==> config.mk <==
export PLATFORM = sky130hd
export DESIGN_NAME = inst_fetch_ctrl
export DESIGN_NICKNAME = d
export VERILOG_FILES = /design/src/rtl/inst_fetch_ctrl.sv
export SDC_FILE = /design/constraint.sdc
export NUM_CORES = 1
export LEC_CHECK = 0
export BUFFER_PORTS_ARGS = -buffer_cell sky130_fd_sc_hd__buf_2
export CORE_UTILIZATION = 53
export CTS_CLUSTER_SIZE = 12
export DETAILED_ROUTE_END_ITERATION = 8
export HOLD_SLACK_MARGIN = 0.06
export PLACE_DENSITY = 0.76
export SYNTH_ARGS = -nofsm -noshare
export SYNTH_HDL_FRONTEND = slang
export SYNTH_SLANG_ARGS = --single-unit
export TNS_END_PERCENT = 100
==> constraint.sdc <==
create_clock -name clk -period 7.7 [get_ports clk]
set_clock_uncertainty 0.2 [all_clocks]
set_input_delay 0.77 -clock clk [delete_from_list [all_inputs] [get_ports clk]]
set_output_delay 0.77 -clock clk [all_outputs]
set_load 0.005 [all_outputs]
==> src/rtl/inst_fetch_ctrl.sv <==
// Fetch-request sequencer between preIF/IF and an sram-like instruction port.
// Latency: addr_ok at t, data_ok at t+k (k>=1) -> inst_valid at t+k+1 (no bypass).
// Backpressure: credit-gated issue; req drops while live+buffered+cancelled reaches OST_MAX.
//
// Ports:
//   clk, resetn                      clock, asynchronous active-low reset
//   pc_req_valid/addr/ready          fetch address from preIF; ready = req && addr_ok
//   flush                            redirect: cancel every fetch not yet delivered to IF
//   inst_valid/pc/rdata, inst_ready  buffered {pc, word} toward IF, popped on valid && ready
//   inst_sram_*                      sram-like read port (in-order data_ok, no backpressure)
module inst_fetch_ctrl #(
   parameter int OST_MAX = 2
) (
   input  logic        clk,
   input  logic        resetn,
   input  logic        pc_req_valid,
   input  logic [31:0] pc_req_addr,
   output logic        pc_req_ready,
   input  logic        flush,
   output logic        inst_valid,
   output logic [31:0] inst_pc,
   output logic [31:0] inst_rdata,
   input  logic        inst_ready,
   output logic        inst_sram_req,
   output logic        inst_sram_wr,
   output logic [1:0]  inst_sram_size,
   output logic [3:0]  inst_sram_wstrb,
   output logic [31:0] inst_sram_addr,
   output logic [31:0] inst_sram_wdata,
   input  logic        inst_sram_addr_ok,
   input  logic        inst_sram_data_ok,
   input  logic [31:0] inst_sram_rdata
);

   localparam int CW = $clog2(OST_MAX + 1);
   localparam int SW = CW + 2;
   localparam int PW = (OST_MAX > 1) ? $clog2(OST_MAX) : 1;

   typedef enum logic {
      ST_RUN   = 1'b0,
      ST_DRAIN = 1'b1
   } state_e;

   state_e state_q, state_d;

   logic [CW-1:0] live_q, live_d;
   logic [CW-1:0] buf_q, buf_d;
   logic [CW-1:0] cancel_q, cancel_d;

   logic [PW-1:0] tag_wp_q, tag_wp_d;
   logic [PW-1:0] tag_rp_q, tag_rp_d;
   logic [PW-1:0] buf_wp_q, buf_wp_d;
   logic [PW-1:0] buf_rp_q, buf_rp_d;

   logic [31:0] tag_mem     [OST_MAX];
   logic [31:0] buf_pc_mem  [OST_MAX];
   logic [31:0] buf_dat_mem [OST_MAX];

   logic [SW-1:0] occ;
   logic          credit;
   logic          hs;
   logic          drain_mode;
   logic          drop;
   logic          take;
   logic          buf_wr;
   logic          pop;

   function automatic logic [PW-1:0] ptr_inc(input logic [PW-1:0] p);
      if (p == PW'(OST_MAX - 1)) begin
         return '0;
      end
      return p + PW'(1);
   endfunction

   // Every request that still owes a slot (live, buffered or owed a stale
   // return) holds one credit, so a returning word always finds buffer space.
   assign occ    = SW'(live_q) + SW'(buf_q) + SW'(cancel_q);
   assign credit = (occ < SW'(OST_MAX));

   // Held low while reset is asserted so the bus stays quiet even if preIF
   // keeps pc_req_valid high.
   assign inst_sram_req   = resetn & pc_req_valid & credit & ~flush;
   assign inst_sram_addr  = pc_req_addr;
   assign inst_sram_wr    = 1'b0;
   assign inst_sram_size  = 2'b10;
   assign inst_sram_wstrb = 4'b0000;
   assign inst_sram_wdata = 32'h0000_0000;

   assign hs           = inst_sram_req & inst_sram_addr_ok;
   assign pc_req_ready = hs;

   // Returns are in order: while stale data is still owed, every data_ok
   // belongs to a cancelled request and is discarded.
   assign drop   = inst_sram_data_ok & drain_mode;
   assign take   = inst_sram_data_ok & ~drain_mode;
   assign buf_wr = take & ~flush;

   assign inst_valid = (buf_q != '0);
   assign inst_pc    = buf_pc_mem[buf_rp_q];
   assign inst_rdata = buf_dat_mem[buf_rp_q];
   assign pop        = inst_valid & inst_ready & ~flush;

   // ---------------- FSM: state register ----------------
   always_ff @(posedge clk or negedge resetn) begin
      if (!resetn) begin
         state_q <= ST_RUN;
      end else begin
         state_q <= state_d;
      end
   end

   // ---------------- FSM: next state ----------------
   always_comb begin
      state_d = state_q;
      case (state_q)
         ST_RUN:   if (cancel_d != '0) state_d = ST_DRAIN;
         ST_DRAIN: if (cancel_d == '0) state_d = ST_RUN;
         default:  state_d = ST_RUN;
      endcase
   end

   // ---------------- FSM: outputs ----------------
   always_comb begin
      drain_mode = 1'b0;
      case (state_q)
         ST_DRAIN: drain_mode = 1'b1;
         default:  drain_mode = 1'b0;
      endcase
   end

   // ---------------- counters ----------------
   always_comb begin
      live_d   = live_q;
      buf_d    = buf_q;
      cancel_d = cancel_q;
      if (flush) begin
         // Everything still in flight becomes owed; a return landing in the
         // flush cycle settles one of those debts whichever kind it is.
         live_d   = '0;
         buf_d    = '0;
         cancel_d = cancel_q + live_q - CW'(inst_sram_data_ok);
      end else begin
         live_d   = live_q + CW'(hs) - CW'(take);
         buf_d    = buf_q + CW'(take) - CW'(pop);
         cancel_d = cancel_q - CW'(drop);
      end
   end

   // ---------------- pointers ----------------
   always_comb begin
      tag_wp_d = tag_wp_q;
      tag_rp_d = tag_rp_q;
      buf_wp_d = buf_wp_q;
      buf_rp_d = buf_rp_q;
      if (flush) begin
         tag_wp_d = '0;
         tag_rp_d = '0;
         buf_wp_d = '0;
         buf_rp_d = '0;
      end else begin
         if (hs)   tag_wp_d = ptr_inc(tag_wp_q);
         if (take) tag_rp_d = ptr_inc(tag_rp_q);
         if (take) buf_wp_d = ptr_inc(buf_wp_q);
         if (pop)  buf_rp_d = ptr_inc(buf_rp_q);
      end
   end

   always_ff @(posedge clk or negedge resetn) begin
      if (!resetn) begin
         live_q   <= '0;
         buf_q    <= '0;
         cancel_q <= '0;
         tag_wp_q <= '0;
         tag_rp_q <= '0;
         buf_wp_q <= '0;
         buf_rp_q <= '0;
      end else begin
         live_q   <= live_d;
         buf_q    <= buf_d;
         cancel_q <= cancel_d;
         tag_wp_q <= tag_wp_d;
         tag_rp_q <= tag_rp_d;
         buf_wp_q <= buf_wp_d;
         buf_rp_q <= buf_rp_d;
      end
   end

   // ---------------- storage (no reset needed, guarded by counters) ----------------
   always_ff @(posedge clk) begin
      if (hs) begin
         tag_mem[tag_wp_q] <= pc_req_addr;
      end
      if (buf_wr) begin
         buf_pc_mem[buf_wp_q]  <= tag_mem[tag_rp_q];
         buf_dat_mem[buf_wp_q] <= inst_sram_rdata;
      end
   end

   // ---------------- invariants ----------------
   a_live_max : assert property (@(posedge clk) disable iff (!resetn)
      live_q <= CW'(OST_MAX));
   a_buf_max : assert property (@(posedge clk) disable iff (!resetn)
      buf_q <= CW'(OST_MAX));
   a_cancel_max : assert property (@(posedge clk) disable iff (!resetn)
      cancel_q <= CW'(OST_MAX));
   a_occ_max : assert property (@(posedge clk) disable iff (!resetn)
      occ <= SW'(OST_MAX));
   a_no_orphan_ret : assert property (@(posedge clk) disable iff (!resetn)
      !(take && live_q == '0));
   a_fsm_matches_cnt : assert property (@(posedge clk) disable iff (!resetn)
      drain_mode == (cancel_q != '0));

endmodule

==> impl_metrics.csv <==
group,metric,value,unit
critical_path,end_kind,"output port",
sta,setup_viol_count_final,0,
critical_path,worst_r2r_startpoint,"cancel_q[1]",
clocking,cts.sinks,203,
synth,gate_count_post_synth,445,
power,design_power_total,2760,uW
power,power.density_cell_area,288,nW/um2
route,detailroute.via_count,4027,
place,place_congestion,0.741,
route,drt_pass1_iterations,4,
finish,fillers,1071,
run,maxCapViolCount,0,
synth,share_of_the_synthesized_area_in_compound_gates_ao_oa_aoi_oai,0.380,%
route,postRouteAntennaNets,0,
clocking,cts_htree_levels,1,
route,drt-total-wl,13.2,mm
floorplanning,dieArea,16000,um2
finish,final_nets,681,
sta,setup_tns,0,ps
route,wire_per_inst,16.4,um
sta,layout_worst_path_cycle_share,45.0,%
floorplanning,die-width,127,um
critical_path,ff2ff_path_depth,8,
finish,layout.cell_area.non_filler,9590,um2
synth,combinational_family_with_the_most_area_after_synthesis,"multiplexers",
finish,multiInputGateArea,1680,um2
floorplanning,io_pins,209,
sta,maxSlewViolCount,0,
place,port_buffers,169,
finish,syn2layout_area_growth,16.5,%
clocking,clockRootBuffer,"sky130_fd_sc_hd__clkbuf_16",
power,static-leakage-power,0.00364,uW
route,remaining_drc_errors,0,
synth,syn_area_per_cell,18.5,um2
global_routing,grt_first_pass_wirelength,20.4,mm
min_path,holdCritStartpoint,"inst_sram_rdata[5]",
clocking,postCtsSetupBuffers,0,
critical_path,setup.worst_path.class,"flip-flop to output port",
clocking,cts.path.max_buffers,3,
global_routing,overflow,0,
global_routing,grt_start_max_net_pins,49,
synth,yosys.area_share.simple,1.95,%
floorplanning,starting_density_of_the_core,54.2,%
critical_path,setup.reg_to_reg.worst_slack,4700,ps
synth,top_cell_type_s_share_of_synthesized_area,70.0,%
global_routing,first_global_vias,4060,
floorplanning,die_h,127,um
route,vias_per_cell,5.01,
clocking,worst_skew_late_latency,490,ps
synth,adder_cell_area_share_of_the_yosys_netlist,1.61,%
min_path,whs_endpoint,"buf_dat_mem[1][5]",
route,drt-initial-drc-count,182,
finish,n_antenna_cell,0,
power,peakVddDrop,0.186,mV
min_path,worst_hold_path_type,"primary input to flip-flop",
synth,yosys-mux-area-fraction,13.3,%
outcome,run_status,"complete, no violations",
clocking,post_cts_hold_buffer_count,1,
sta,timing.slew.headroom,54.8,%
synth,synth_xor_area_share,1.37,%
clocking,clk_pin_slew,60,ps
synth,post-synth-top-area-cell,"sky130_fd_sc_hd__edfxtp_1",
sta,hold_viol_final,0,
critical_path,worst-endpoint-required,6730,ps
sta,grt_setup_unrepaired,"false",
synth,yosys_register_bits,203,
synth,synthTopCellsByArea,"sky130_fd_sc_hd__edfxtp_1 (70%), sky130_fd_sc_hd__mux2_2 (13%), sky130_fd_sc_hd__buf_4 (6.9%), sky130_fd_sc_hd__dfrtp_1 (3.3%), sky130_fd_sc_hd__ha_1 (1.4%)",
finish,seq_area,6040,um2
sta,finalWorstPathRequiredPeriod,3470,ps
sta,worst_slack,4230,ps
critical_path,arrival,2500,ps
place,detailed_place.area,8910,um2
critical_path,critical_path_peak_fanout,4,
min_path,whs_path_depth,1,
global_routing,antenna_found_initial,0,
finish,post-route-util,63.1,%
place,place_ws,4680,ps
clocking,tritoncts,"built",
critical_path,crit_path_start,"cancel_q[1]",
floorplanning,row_count,45,
place,dp_hpwl,8.35,mm
synth,yosysSeqAreaShare,73.4,%
sta,worst_slew_pin_slew,677,ps
critical_path,crit_path_start_kind,"flip-flop",
global_routing,track_usage,16.6,%
critical_path,timing.rr.end,"tag_mem[1][17]",
synth,yosysWarnings,0,
synth,synthesized_area,8230,um2
sta,fmax,0.289,GHz
clocking,cts_resizes,0,
floorplanning,core-area,15200,um2
clocking,cts_inserted_buffers,22,
synth,yosys.cell_types.count,30,
finish,layout-drive-gt1-share,50.3,%
cell usage after synthesis (all sizes together):
master and count:
and2 2, o21ai 2, nand2b 2, buf 83, nand2 2, mux2 96, nand4bb 1, nor3 2
xor2 3, nor4 1, a31oi 1, nor2b 2, or2 1, xor3 1, a21o 1, conb 2
ha 9, nor2 6, xnor2 7, nor3b 3, edfxtp 192, mux2i 1, fa 1, dfrtp 11
o21bai 1, clkbuf 1, inv 11
registers in the layout, indices dropped and copies added, names as in the netlist:
name         flops
buf_rp_q         1
cancel_q         2
buf_dat_mem     64
buf_pc_mem      64
tag_rp_q         1
live_q           2
tag_mem         64
buf_q            2
buf_wp_q         1
state_q          1
tag_wp_q         1
stage by stage:
stage	hold slack [ps]	instances
3_3_place_gp	339	763
4_1_cts	252	804
5_1_grt	252	804
2_1_floorplan	274	482
6_report	271	804
3_5_place_dp	347	763
per-layer routing:
layer,share of wire [%],GRT usage (%),vias up
met1,41,20.1,1993
met2,52,30.5,162
met5,0,0,-
met4,1.7,4.61,0
li1,-,-,1857
met3,5.4,2.83,15
placed cells by master, fill, tap and decap left out, types with 3 or more instances in the layout:
| master | count |
|---|---|
| sky130_fd_sc_hd__clkbuf_8 | 3 |
| sky130_fd_sc_hd__buf_2 | 169 |
| sky130_fd_sc_hd__clkbuf_16 | 22 |
| sky130_fd_sc_hd__nor2_1 | 6 |
| sky130_fd_sc_hd__mux2_2 | 96 |
| sky130_fd_sc_hd__clkbuf_1 | 11 |
| sky130_fd_sc_hd__edfxtp_1 | 192 |
| sky130_fd_sc_hd__xnor2_1 | 7 |
| sky130_fd_sc_hd__dfrtp_1 | 10 |
| sky130_fd_sc_hd__xor2_1 | 3 |
| sky130_fd_sc_hd__ha_1 | 9 |
| sky130_fd_sc_hd__buf_4 | 8 |
| sky130_fd_sc_hd__conb_1 | 39 |
| sky130_fd_sc_hd__inv_1 | 11 |
where the power goes:
part	internal, uW	leakage (uW)	switching [uW]
sequential	1290	0.00187	35.6
combinational	251	0.00144	227
clock	563	0.000317	390
cells by family after synthesis:
logic type / count (synthesis)
other: 2
buffers and inverters: 95
XOR/XNOR: 11
adder cells (fa/ha/maj): 10
multiplexers: 97
flip-flops: 203
AND/OR/NAND/NOR: 22
AO/OA/AOI/OAI: 5
critical path, stage by stage, from the launching register on:
cell	delay, ps
sky130_fd_sc_hd__dfrtp_1	430
sky130_fd_sc_hd__inv_1	80
sky130_fd_sc_hd__fa_1	490
sky130_fd_sc_hd__inv_1	50
sky130_fd_sc_hd__ha_1	280
sky130_fd_sc_hd__nand4bb_4	260
sky130_fd_sc_hd__nor3_2	270
sky130_fd_sc_hd__buf_2	160
final cells by class:
class | count | share of cell area (%)
well taps | 188 | 2.45
clock inverters | 4 | 0.378
inverters | 11 | 0.431
flip-flops and latches | 203 | 63.0
repair buffers | 178 | 9.55
clock buffers | 36 | 6.60
multi-input cells | 184 | 17.6
worst max path at each step:
stage,to,slack [ps],cells past startpoint
3_3_place_gp,tag_mem[1][10],4770,8
4_1_cts,pc_req_ready,4200,7
5_1_grt,pc_req_ready,4110,7
2_1_floorplan,buf_dat_mem[1][0],1130,3
6_report,pc_req_ready,4230,7
3_5_place_dp,tag_mem[1][2],4680,8
No activity file was read; power rests on OpenSTA's default activity.
